[config.mk]
export PLATFORM = sky130hd
export DESIGN_NAME = multi_signal_analyser
export DESIGN_NICKNAME = d
export VERILOG_FILES = /design/src/rtl/multi_signal_analyser.sv
export SDC_FILE = /design/constraint.sdc
export NUM_CORES = 1
export LEC_CHECK = 0
export ABC_AREA = 1
export CORE_MARGIN = 10
export CORE_UTILIZATION = 45
export DETAILED_ROUTE_END_ITERATION = 7
export SYNTH_ARGS = -nofsm -noshare
export SYNTH_HDL_FRONTEND = slang
export SYNTH_SLANG_ARGS = --single-unit
export TNS_END_PERCENT = 100
[constraint.sdc]
create_clock -name clk -period 5.1 [get_ports clk]
set_input_delay 1.02 -clock clk [delete_from_list [all_inputs] [get_ports clk]]
set_output_delay 1.02 -clock clk [all_outputs]
set_load 0.005 [all_outputs]
[src/rtl/multi_signal_analyser.sv]
// Change-triggered bus sampler: masked edges on dataIn are timestamped and queued
// in a first-word-fall-through FIFO drained over a valid/ready stream.
module multi_signal_analyser #(
    parameter int DATA_WIDTH = 8,
    parameter int TIME_WIDTH = 32,
    parameter int FIFO_DEPTH = 16,
    parameter int DROP_WIDTH = 16
) (
    input  logic                          clk,
    input  logic                          rst,
    input  logic [DATA_WIDTH-1:0]         dataIn,
    input  logic [DATA_WIDTH-1:0]         changeMask,
    input  logic                          enable,
    input  logic                          clearOverflow,
    output logic [DATA_WIDTH-1:0]         dataOut,
    output logic [TIME_WIDTH-1:0]         dataTime,
    output logic                          outValid,
    input  logic                          outReady,
    output logic [$clog2(FIFO_DEPTH):0]   fillLevel,
    output logic                          overflow,
    output logic [DROP_WIDTH-1:0]         dropCount
);

    localparam int AW = $clog2(FIFO_DEPTH);
    localparam int CW = AW + 1;
    localparam logic [CW-1:0] DEPTH_C = CW'(FIFO_DEPTH);

    function automatic logic [DROP_WIDTH-1:0] sat_inc(input logic [DROP_WIDTH-1:0] v);
        return (v == '1) ? v : v + DROP_WIDTH'(1);
    endfunction

    logic [TIME_WIDTH-1:0] timer_q, timer_d;
    logic [DATA_WIDTH-1:0] last_q, last_d;
    logic                  primed_q, primed_d;
    logic [AW-1:0]         wr_ptr_q, wr_ptr_d;
    logic [AW-1:0]         rd_ptr_q, rd_ptr_d;
    logic [CW-1:0]         fill_q, fill_d;
    logic [DATA_WIDTH-1:0] head_data_q, head_data_d;
    logic [TIME_WIDTH-1:0] head_time_q, head_time_d;
    logic                  overflow_q, overflow_d;
    logic [DROP_WIDTH-1:0] drop_q, drop_d;

    logic [DATA_WIDTH-1:0] mem_data [FIFO_DEPTH];
    logic [TIME_WIDTH-1:0] mem_time [FIFO_DEPTH];

    logic [DATA_WIDTH-1:0] diff;
    logic [CW-1:0]         remain;
    logic                  event_hit, empty, full, pop, push, drop;

    always_comb begin
        diff      = (dataIn ^ last_q) & changeMask;
        event_hit = enable && (!primed_q || (diff != '0));
        empty     = (fill_q == '0);
        full      = (fill_q == DEPTH_C);
        pop       = !empty && outReady;
        // A full FIFO still accepts a push when the head leaves at the same edge.
        push      = event_hit && (!full || pop);
        drop      = event_hit && full && !pop;

        timer_d  = timer_q + TIME_WIDTH'(1);
        last_d   = dataIn;
        primed_d = enable && (primed_q || event_hit);

        wr_ptr_d = wr_ptr_q + AW'(push);
        rd_ptr_d = rd_ptr_q + AW'(pop);
        fill_d   = fill_q + CW'(push) - CW'(pop);
        remain   = fill_q - CW'(pop);

        // Head register presents the next entry right after the edge; when nothing
        // older remains, the incoming sample itself becomes the head.
        head_data_d = head_data_q;
        head_time_d = head_time_q;
        if (fill_d != '0) begin
            if (remain == '0) begin
                head_data_d = dataIn;
                head_time_d = timer_q;
            end else begin
                head_data_d = mem_data[rd_ptr_d];
                head_time_d = mem_time[rd_ptr_d];
            end
        end

        overflow_d = overflow_q;
        drop_d     = drop_q;
        if (clearOverflow) begin
            overflow_d = 1'b0;
            drop_d     = '0;
        end
        if (drop) begin
            overflow_d = 1'b1;
            drop_d     = clearOverflow ? DROP_WIDTH'(1) : sat_inc(drop_q);
        end
    end

    always_ff @(posedge clk or negedge rst) begin
        if (!rst) begin
            timer_q     <= '0;
            last_q      <= '0;
            primed_q    <= 1'b0;
            wr_ptr_q    <= '0;
            rd_ptr_q    <= '0;
            fill_q      <= '0;
            head_data_q <= '0;
            head_time_q <= '0;
            overflow_q  <= 1'b0;
            drop_q      <= '0;
        end else begin
            timer_q     <= timer_d;
            last_q      <= last_d;
            primed_q    <= primed_d;
            wr_ptr_q    <= wr_ptr_d;
            rd_ptr_q    <= rd_ptr_d;
            fill_q      <= fill_d;
            head_data_q <= head_data_d;
            head_time_q <= head_time_d;
            overflow_q  <= overflow_d;
            drop_q      <= drop_d;
        end
    end

    always_ff @(posedge clk) begin
        if (push) begin
            mem_data[wr_ptr_q] <= dataIn;
            mem_time[wr_ptr_q] <= timer_q;
        end
    end

    assign dataOut   = head_data_q;
    assign dataTime  = head_time_q;
    assign outValid  = !empty;
    assign fillLevel = fill_q;
    assign overflow  = overflow_q;
    assign dropCount = drop_q;

endmodule

## Yosys cells after proc, flatten, opt, wreduce, memory -nomap -nowiden

Memories as Yosys holds them, arrays and structs flattened.
Cells that the tools add are included.

| storage, ports and cells | value |
|---|---|
| bits in writable memories | 640 |
| output and inout port bits | 63 |
| register bits | 111 |
| memories | 2 |

Memories:

| memory | depth | bits a word | read ports | clocked after Yosys merged registers in | write ports | line | RTL |
|---|---|---|---|---|---|---|---|
| mem_time | 16 | 32 | 1 | 0 | 1 | 44 | `logic [TIME_WIDTH-1:0] mem_time [FIFO_DEPTH];` |
| mem_data | 16 | 8 | 1 | 0 | 1 | 43 | `logic [DATA_WIDTH-1:0] mem_data [FIFO_DEPTH];` |

| cells by class | value |
|---|---|
| bitwise gates (word level) | 2 |
| add/sub/neg operators | 7 |
| mux-type cells | 10 |
| equal/unequal tests | 3 |
| reduce and logical (&&, ||, !) cells | 19 |

Operator list:

| cell | count |
|---|---|
| 16-bit two-way mux | 4 |
| 32-bit by 1-bit adder with 32-bit output, second input constant | 1 |
| 32-bit two-way mux | 1 |
| 16-bit by 1-bit adder with 16-bit output, second input constant | 1 |
| 16-bit equality test, second input constant | 1 |
| 5-bit zero test | 2 |
| 5-bit by 1-bit subtractor with 5-bit output | 2 |
| 4-bit by 1-bit adder with 4-bit output | 2 |
| 8-bit AND | 1 |
| 8-bit two-way mux | 1 |
| 8-bit nonzero test | 1 |
| 8-bit bitwise XOR | 1 |
| 1-bit logical AND | 6 |
| 5-bit by 1-bit adder with 5-bit output | 1 |
| 5-bit equality test, second input constant | 1 |
| 5-bit nonzero test | 1 |
| 1-bit zero test | 4 |
| 1-bit two-way mux | 4 |
| 1-bit logical OR | 3 |
| 2-bit != test, second input constant | 1 |
| 2-bit AND reduction | 1 |
| 2-bit nonzero test | 1 |

## Depth between registers and ports, before layout

Gate-level depths: netlist of the first run.

| depth | value |
|---|---|
| word-level depth | 9 |
| gate-level depth with buffers | 21 |
| gate-level depth less buffers | 20 |

## Worst setup path after synthesis of the first run

Ideal clock, no wire load.

| timing path | value |
|---|---|
| kind | input port to flip-flop |
| from | input port dataIn[2] |
| to | memory mem_data[10][0], enable pin |
| path buffers | 0 |
| setup time | 0.438 ns |
| arrival | 3.518 ns |
| data required time | 4.662 ns |
| slack | 1.144 ns |
| stages on the path | 10 |
| path through | inv_1 -> nand2_1 -> nand3_1 -> nand3_1 -> nor2_1 -> nand2_1 -> nand2_1 -> nor2_1 -> nand3_1 -> nor2_1 |

| between the ends | value |
|---|---|
| longest elaborated chain between the ends | 8 |

Ends and longest elaborated chain:

| item | line | RTL |
|---|---|---|
| start, declared | 11 | `input logic [DATA_WIDTH-1:0] dataIn,` |
| 8-bit bitwise XOR | 51 | `diff = (dataIn ^ last_q) & changeMask;` |
| 8-bit AND | 51 |  |
| 8-bit nonzero test | 52 | `event_hit = enable && (!primed_q \|\| (diff != '0));` |
| 1-bit logical OR | 52 |  |
| 1-bit logical AND | 52 |  |
| 1-bit logical AND | 57 | `push = event_hit && (!full \|\| pop);` |
| 1-bit two-way mux | 122 | `if (push) begin` |
| 1-bit two-way mux (implied by the code) | 123 | `mem_data[wr_ptr_q] <= dataIn;` |
| end, declared | 43 |  |

No other way between the ends.

## Worst setup path after layout of the first run

| timing path | value |
|---|---|
| from | input port dataIn[5] |
| to | register head_data_q[6], in the netlist dataOut[6] |

| between the ends | value |
|---|---|
| longest elaborated chain between the ends | 9 |

Ends and longest elaborated chain:

| item | line | RTL |
|---|---|---|
| 8-bit bitwise XOR | 51 |  |
| 8-bit AND | 51 |  |
| 8-bit nonzero test | 52 |  |
| 1-bit logical OR | 52 |  |
| 1-bit logical AND | 52 |  |
| 1-bit logical AND | 57 |  |
| 5-bit by 1-bit adder with 5-bit output | 66 | `fill_d = fill_q + CW'(push) - CW'(pop);` |
| 5-bit by 1-bit subtractor with 5-bit output | 66 |  |
| 5-bit nonzero test | 73 | `if (fill_d != '0) begin` |
| end signal, assigned | 114 | `head_data_q <= head_data_d;` |
| end, declared | 38 | `logic [DATA_WIDTH-1:0] head_data_q, head_data_d;` |

No other way between the ends.
A chain may end at the register's enable or synchronous reset.

==> impl_metrics.tcl, run 1 <==
set metrics [dict create \
    diodes 0 \
    ant_nets 0 \
    grt_antenna_before_repair 0 \
    clock_sink_count 751 \
    synth-xor-area-share_pct 1.34 \
    gr-total-overflow 0 \
    clock_buffers_created_by_tritoncts 79 \
    fin_worst_skew_ps 22.6 \
    final_max_slew_viol_count 0 \
    ctsRootBufferMaster "clkbuf_16" \
    maxSlewHeadroom_pct 38.2 \
    seq_area_um2 22000 \
    setup_viol_count_final 0 \
    num_vias 20300 \
    wl_per_cell_um 20.7 \
    syn_nets 2754 \
    io_count 84 \
    cts_buffer_depth 3 \
    ys_seq_elements 751 \
    synth_area_um2 31900 \
    p_per_area_nw_per_um2 600 \
    grt_start_max_net_pins 111 \
    filler_cell_count 6108 \
    timing_worst_setup_path_type "primary input to register" \
    grt.total_usage_pct 19.1 \
    postSynthAreaPerCell_um2 11.7 \
    die_area_um2 82000 \
    maxCapViolations 0 \
    maximum_fanout_along_the_worst_path 80 \
    first_pass_grt_wire_length_um 122000 \
    route.detailed.vias_per_inst 5.34 \
    power.ir.vdd_worst_mv 0.741 \
    clock_period_minus_final_worst_setup_slack_ps 4180 \
    worst_pin_slew_ps 927 \
    core.rowCount 97 \
    worstHoldPathType "register to register" \
    post_cts_hold_buffer_count 0 \
    synth-simple-area-share_pct 12.3 \
    grt_setup_unrepaired "false" \
    outcome "finished clean" \
    dr.pass1.iters 5 \
    cts.reportedPaths.clkPinSlew_ps 60 \
    skew_pair_late_insertion_delay_ps 620 \
    max_fclk_mhz 239 \
    post_route_cells_drive_above_1_share_pct 10.1 \
    timing_hold_violations_final 0 \
    setup_total_negative_slack_ps 0 \
    seq_area_frac_synth_pct 68.9 \
    power_leakage_nw 14.2 \
    drt_wl_total_um 78600 \
    hold-worst-slack_ps 477 \
    number_of_setup_buffers_added_after_cts 0 \
    fraction_of_the_mapped_netlist_area_in_adder_cells_pct 0.612 \
    post_synth_num_cell_types 37 \
    worstRegToRegCells 19 \
    power.total_w 0.0219 \
    worst_setup_path_end_kind "register" \
    core-area_um2 70100 \
    synthMuxAreaShare_pct 0 \
    cts-htree-levels 3 \
    dpl.hpwl_um 41700 \
    io_buffers 83 \
    main_combinational_cell_family_by_area_after_synthesis "simple AND/OR/NAND/NOR gates" \
    initial_core_utilization_pct 45.5 \
    cp.arrival_ps 4690 \
    footprint_of_the_multi_input_gates_um2 7860 \
    netlist_instances 2718 \
    areaGrowthSynthToFinish_pct 14.3 \
    tritoncts "done" \
    die_w_um 286 \
    detail_route.iter0.violations 1843 \
    finalCoreUtilization_pct 52.0 \
    compound_cell_area_share_of_the_yosys_netlist_pct 9.88 \
    final_routed_drc_violation_total 0 \
    hold_depth 2 \
    crit_path_start_kind "primary input" \
    grt_pass1_vias 20000 \
    place.gp.congestion 0.824 \
    min_period_over_period_pct 81.9 \
    final_nets 2831 \
    cts.repair.resized 0 \
    vertical_die_dimension_um 286 \
    required_ps 5610 \
    yosysWarnings 0 \
]
-- layout by cell type, fill, tap and decap left out, drive strengths merged --
master         Yosys  routed
o21bai             1       1
o22ai              1       1
clkinvlp           0       3
nand3            311     311
nor3b              1       1
xnor2             18      18
xor2              30      30
clkinv             0      22
inv              369     373
a21oi            164     164
dfrtp            111     111
o21ai            162     162
fa                 1       1
bufinv             0       3
or2                8       8
nor2             133     133
clkbuf            47     115
nor3              17      17
nand3b             2       2
ha                14      14
nand2            412     412
buf              103      64
nand4             11      11
o211ai           161     161
nor4               1       1
clkdlybuf4s50      0      82
edfxtp           640     640
-- cells in the mapped netlist (all sizes together) --
cell      n  share of area [%]
inv     369                4.3
nand3   311                4.9
xor2     30               0.82
edfxtp  640                 60
o22ai     1              0.020
o211ai  161                4.7
o21bai    1              0.024
clkbuf   47               0.55
xnor2    18               0.52
fa        1              0.063
nand3b    2              0.047
dfrtp   111                8.7
or2       8               0.16
buf     103                2.1
nor3b     1              0.059
a21oi   164                2.6
nor3     17               0.28
nand2   412                4.9
nand4    11               0.22
ha       14               0.55
o21ai   162                2.5
nor4      1              0.020
nor2    133                1.7
-- per-layer routing --
| layer | part of all wire [%] | routed length [µm] | global-route usage (%) |
|---|---|---|---|
| met1 | 44 | 34600 | 25.8 |
| met2 | 49 | 38600 | 32.3 |
| met3 | 5.1 | 3970 | 2.83 |
| met4 | 1.8 | 1440 | 4.50 |
| met5 | 0 | 0 | 0 |
-- critical path: stages --
cell and delay, ps:
clkdlybuf4s50_1 480, or2_2 300, nand3_1 70, nand2_1 50
nor2_1 180, nand2_1 270, nand2_1 170, nor2_1 70
nand2_1 70, nand2_1 50, ha_1 210, fa_1 410
nand2_1 90, nand2_1 70, xor2_1 220, nand2_2 140
nor2_8 130, buf_12 350, nand3b_1 180, nand2_1 50
-- cell type report --
| cell class | instances | share of cell area, % |
|---|---|---|
| clock inverter | 32 | 0.689 |
| clock buffer | 115 | 6.30 |
| timing repair buffer | 146 | 4.16 |
| tap | 940 | 3.22 |
| inverter | 369 | 3.80 |
| sequential | 751 | 60.3 |
| multi-input combinational | 1448 | 21.5 |
-- cells by family (layout without fill, tap and decap cells) --
| family | Yosys count | after routing |
|---|---|---|
| AND/OR/NAND/NOR | 896 | 896 |
| flip-flops | 751 | 751 |
| buffers and inverters | 519 | 662 |
| AO/OA/AOI/OAI | 489 | 489 |
| XOR/XNOR | 48 | 48 |
| adder cells (fa/ha/maj) | 15 | 15 |
-- per-stage QoR --
| stage | instances | setup slack (ps) | instance area, µm² |
|---|---|---|---|
| 6_report | 3801 | 921 | 36500 |
| 2_1_floorplan | 2718 | 1140 | 31900 |
| 5_1_grt | 3801 | 574 | 36500 |
| 3_5_place_dp | 3654 | 226 | 33900 |
| 3_3_place_gp | 3654 | 410 | 33900 |
| 4_1_cts | 3801 | 871 | 36500 |
-- power breakdown --
group	internal, W	switching, W	total, W
clock network	0.00330	0.00237	0.00567
logic	0.00291	0.00561	0.00852
registers	0.00740	0.000288	0.00769
total	0.0136	0.00827	0.0219
-- state kept, by name, indices dropped and copies added (netlist names) --
| register | cells |
|---|---|
| mem_time | 512 |
| dropCount | 16 |
| fillLevel | 5 |
| dataOut | 8 |
| last_q | 8 |
| primed_q | 1 |
| mem_data | 128 |
| timer_q | 32 |
| rd_ptr_q | 4 |
| wr_ptr_q | 4 |
| dataTime | 32 |
| overflow | 1 |
-- path summary, 6_finish.rpt --
check                           start  slack [ps]            to
hold / removal             dataOut[3]         480    dataOut[3]
setup / recovery            dataIn[5]         920    dataOut[6]
hold reg to reg            dataOut[3]         480    dataOut[3]
max in group asynchronous         rst        3490   timer_q[30]
setup reg to reg            last_q[6]        1440    dataOut[6]
min in group asynchronous         rst         490  dataTime[30]
Power figures use the tool's default switching activity.
==> run 2: changes to the inputs <==
==> constraint.sdc (replaced) <==
create_clock -name clk -period 3.99 [get_ports clk]
set_input_delay 0.798 -clock clk [delete_from_list [all_inputs] [get_ports clk]]
set_output_delay 0.798 -clock clk [all_outputs]
set_load 0.005 [all_outputs]
==> impl_metrics.tcl, run 2 (synthesized netlist as in run 1, its figures left out) <==
set metrics [dict create \
    outcome "finished clean" \
    clock_buffers_created_by_tritoncts 81 \
    worstHoldPathType "primary input to async pin" \
    detail_route.iter0.violations 1626 \
    maxCapViolations 0 \
    gr-total-overflow 0 \
    dpl.hpwl_um 44700 \
    core-area_um2 70100 \
    setup_viol_count_final 0 \
    largest_register_ffs 512 \
    cts_buffer_depth 3 \
    worst_setup_path_end_kind "register" \
    commonest_non_fill_non_tap_cell_in_the_layout "edfxtp_1" \
    io_count 84 \
    areaGrowthSynthToFinish_pct 16.4 \
    first_pass_grt_wire_length_um 120000 \
    io_buffers 83 \
    clock_sink_count 751 \
    skew_pair_late_insertion_delay_ps 630 \
    ant_nets 0 \
    place.gp.congestion 0.819 \
    critPathLaunch "dataIn[5]" \
    slack_of_the_worst_reg_to_reg_path_ps 580 \
    regMostFlops "mem_time" \
    finalWorstSetupSlack_ps 345 \
    cts-htree-levels 3 \
    grt_setup_unrepaired "false" \
    final_cell_mix "640 x edfxtp_1, 404 x nand2_1, 364 x inv_1" \
    max_fclk_mhz 274 \
    route.detailed.vias_per_inst 5.29 \
    post_route_cells_drive_above_1_share_pct 11.3 \
    post_cts_hold_buffer_count 0 \
    cp.arrival_ps 4150 \
    core.rowCount 97 \
    worstReg2RegStart "last_q[5]" \
    footprint_of_the_multi_input_gates_um2 7860 \
    pre_cts_ws_ps -318 \
    path_common_cell "nand2_1" \
    final_max_slew_viol_count 0 \
    seq_area_um2 22000 \
    ctsRootBufferMaster "clkbuf_16" \
    worstRegToRegCells 20 \
    final_routed_drc_violation_total 0 \
    tritoncts "done" \
    grt_start_max_net_pins 81 \
    grt.total_usage_pct 19.0 \
    hold-worst-slack_ps 147 \
    grt_pass1_vias 20000 \
    p_per_area_nw_per_um2 769 \
    timing.critical_path.buf_inv 3 \
    largest_registers "mem_time: 512 flops, mem_data: 128 flops" \
    maxSlewHeadroom_pct 46.5 \
    required_ps 4490 \
    maximum_fanout_along_the_worst_path 48 \
    number_of_setup_buffers_added_after_cts 0 \
    num_vias 20300 \
    filler_cell_count 6013 \
    power_leakage_nw 14.5 \
    wl_per_cell_um 20.4 \
    cts.repair.resized 0 \
    final_nets 2867 \
    die_w_um 286 \
    min_period_over_period_pct 91.4 \
    grt_antenna_before_repair 1 \
    crit_path_cell_trace "clkdlybuf4s50_1 -> or2_2 -> nand3_1 -> nand2_1 -> nor2_1 -> nand2_1 -> buf_4 -> nand2_1 -> nor2_1 -> nand2_1 -> nand2_1 -> ha_1 -> fa_1 -> nand2_1 -> nand2_1 -> xor2_1 -> nand2_2 -> nor2_8 -> buf_12 -> nand3b_1 -> nand2_1" \
    cts.reportedPaths.clkPinSlew_ps 60 \
    diodes 0 \
    crit-reg2reg-capture "dataOut[6]" \
    power.ir.vdd_worst_mv 0.814 \
    clock_period_minus_final_worst_setup_slack_ps 3650 \
    initial_core_utilization_pct 45.5 \
    dr.pass1.iters 5 \
    finalCoreUtilization_pct 53.0 \
    vertical_die_dimension_um 286 \
    die_area_um2 82000 \
    power.total_w 0.0286 \
    crit_path_start_kind "primary input" \
    critical-path-top-delay-family "simple AND/OR/NAND/NOR gates" \
    timing_hold_violations_final 0 \
    timing_worst_setup_path_type "primary input to register" \
    fin_worst_skew_ps 29.9 \
    worst_pin_slew_ps 802 \
    worst_path_max_delay_cell "clkdlybuf4s50_1" \
    critical-path-max-stage-delay_ps 440 \
    drt_wl_total_um 78200 \
]
run 2: changes by cell type in the layout (fill, tap and decap cells not counted), sizes merged:
cell    previous run  this run
buf               64        98
clkbuf           115       107
bufinv             3         6
inv              373       371
clkinv            22        32
run 2: worst max path at each step:
stage	endpoint	slack, ps	depth (start not counted)
floorplan	mem_data[10][0]	260	10
global placement	dataOut[6]	-220	21
detailed placement	dataOut[6]	-320	20
CTS	dataOut[6]	330	21
global route	dataOut[7]	80	21
finish	dataOut[6]	340	21
run 2: worst register-to-register path: cells and delay by family, from the launching register on:
| kind | cells | cell delay (ps) |
|---|---|---|
| flops | 1 | 370 |
| buf+inv | 2 | 400 |
| xor+xnor | 1 | 190 |
| fa+ha+maj | 2 | 630 |
| simple gates | 15 | 1700 |
run 2: routing by layer:
| metal | vias up | wire (µm) | GRT usage [%] |
|---|---|---|---|
| li1 | 9666 | - | - |
| met1 | 10000 | 34600 | 25.5 |
| met5 | - | 0 | 0 |
| met4 | 0 | 1720 | 5.93 |
| met2 | 517 | 37900 | 31.5 |
| met3 | 99 | 3970 | 2.89 |
run 2: metrics by stage:
step / TNS [ps] / instance area [µm²] / std cells
after floorplan: 0 / 31900 / 2718
after global placement: -6370 / 34500 / 3688
after detailed placement: -9970 / 34500 / 3688
after CTS: 0 / 37200 / 3838
after global routing: 0 / 37200 / 3838
final: 0 / 37200 / 3838
run 2: where the power goes:
group	internal, W	switching, W
Clock	0.00433	0.00305
Combinational	0.00413	0.00726
Sequential	0.00946	0.000362
Total	0.0179	0.0107
run 2: cell type report:
type / instances / area share (%)
sequential: 751 / 59.2
tap: 940 / 3.17
multi-input combinational: 1448 / 21.1
inverter: 369 / 3.73
timing repair buffer: 180 / 5.68
clock inverter: 43 / 1.08
clock buffer: 107 / 5.99
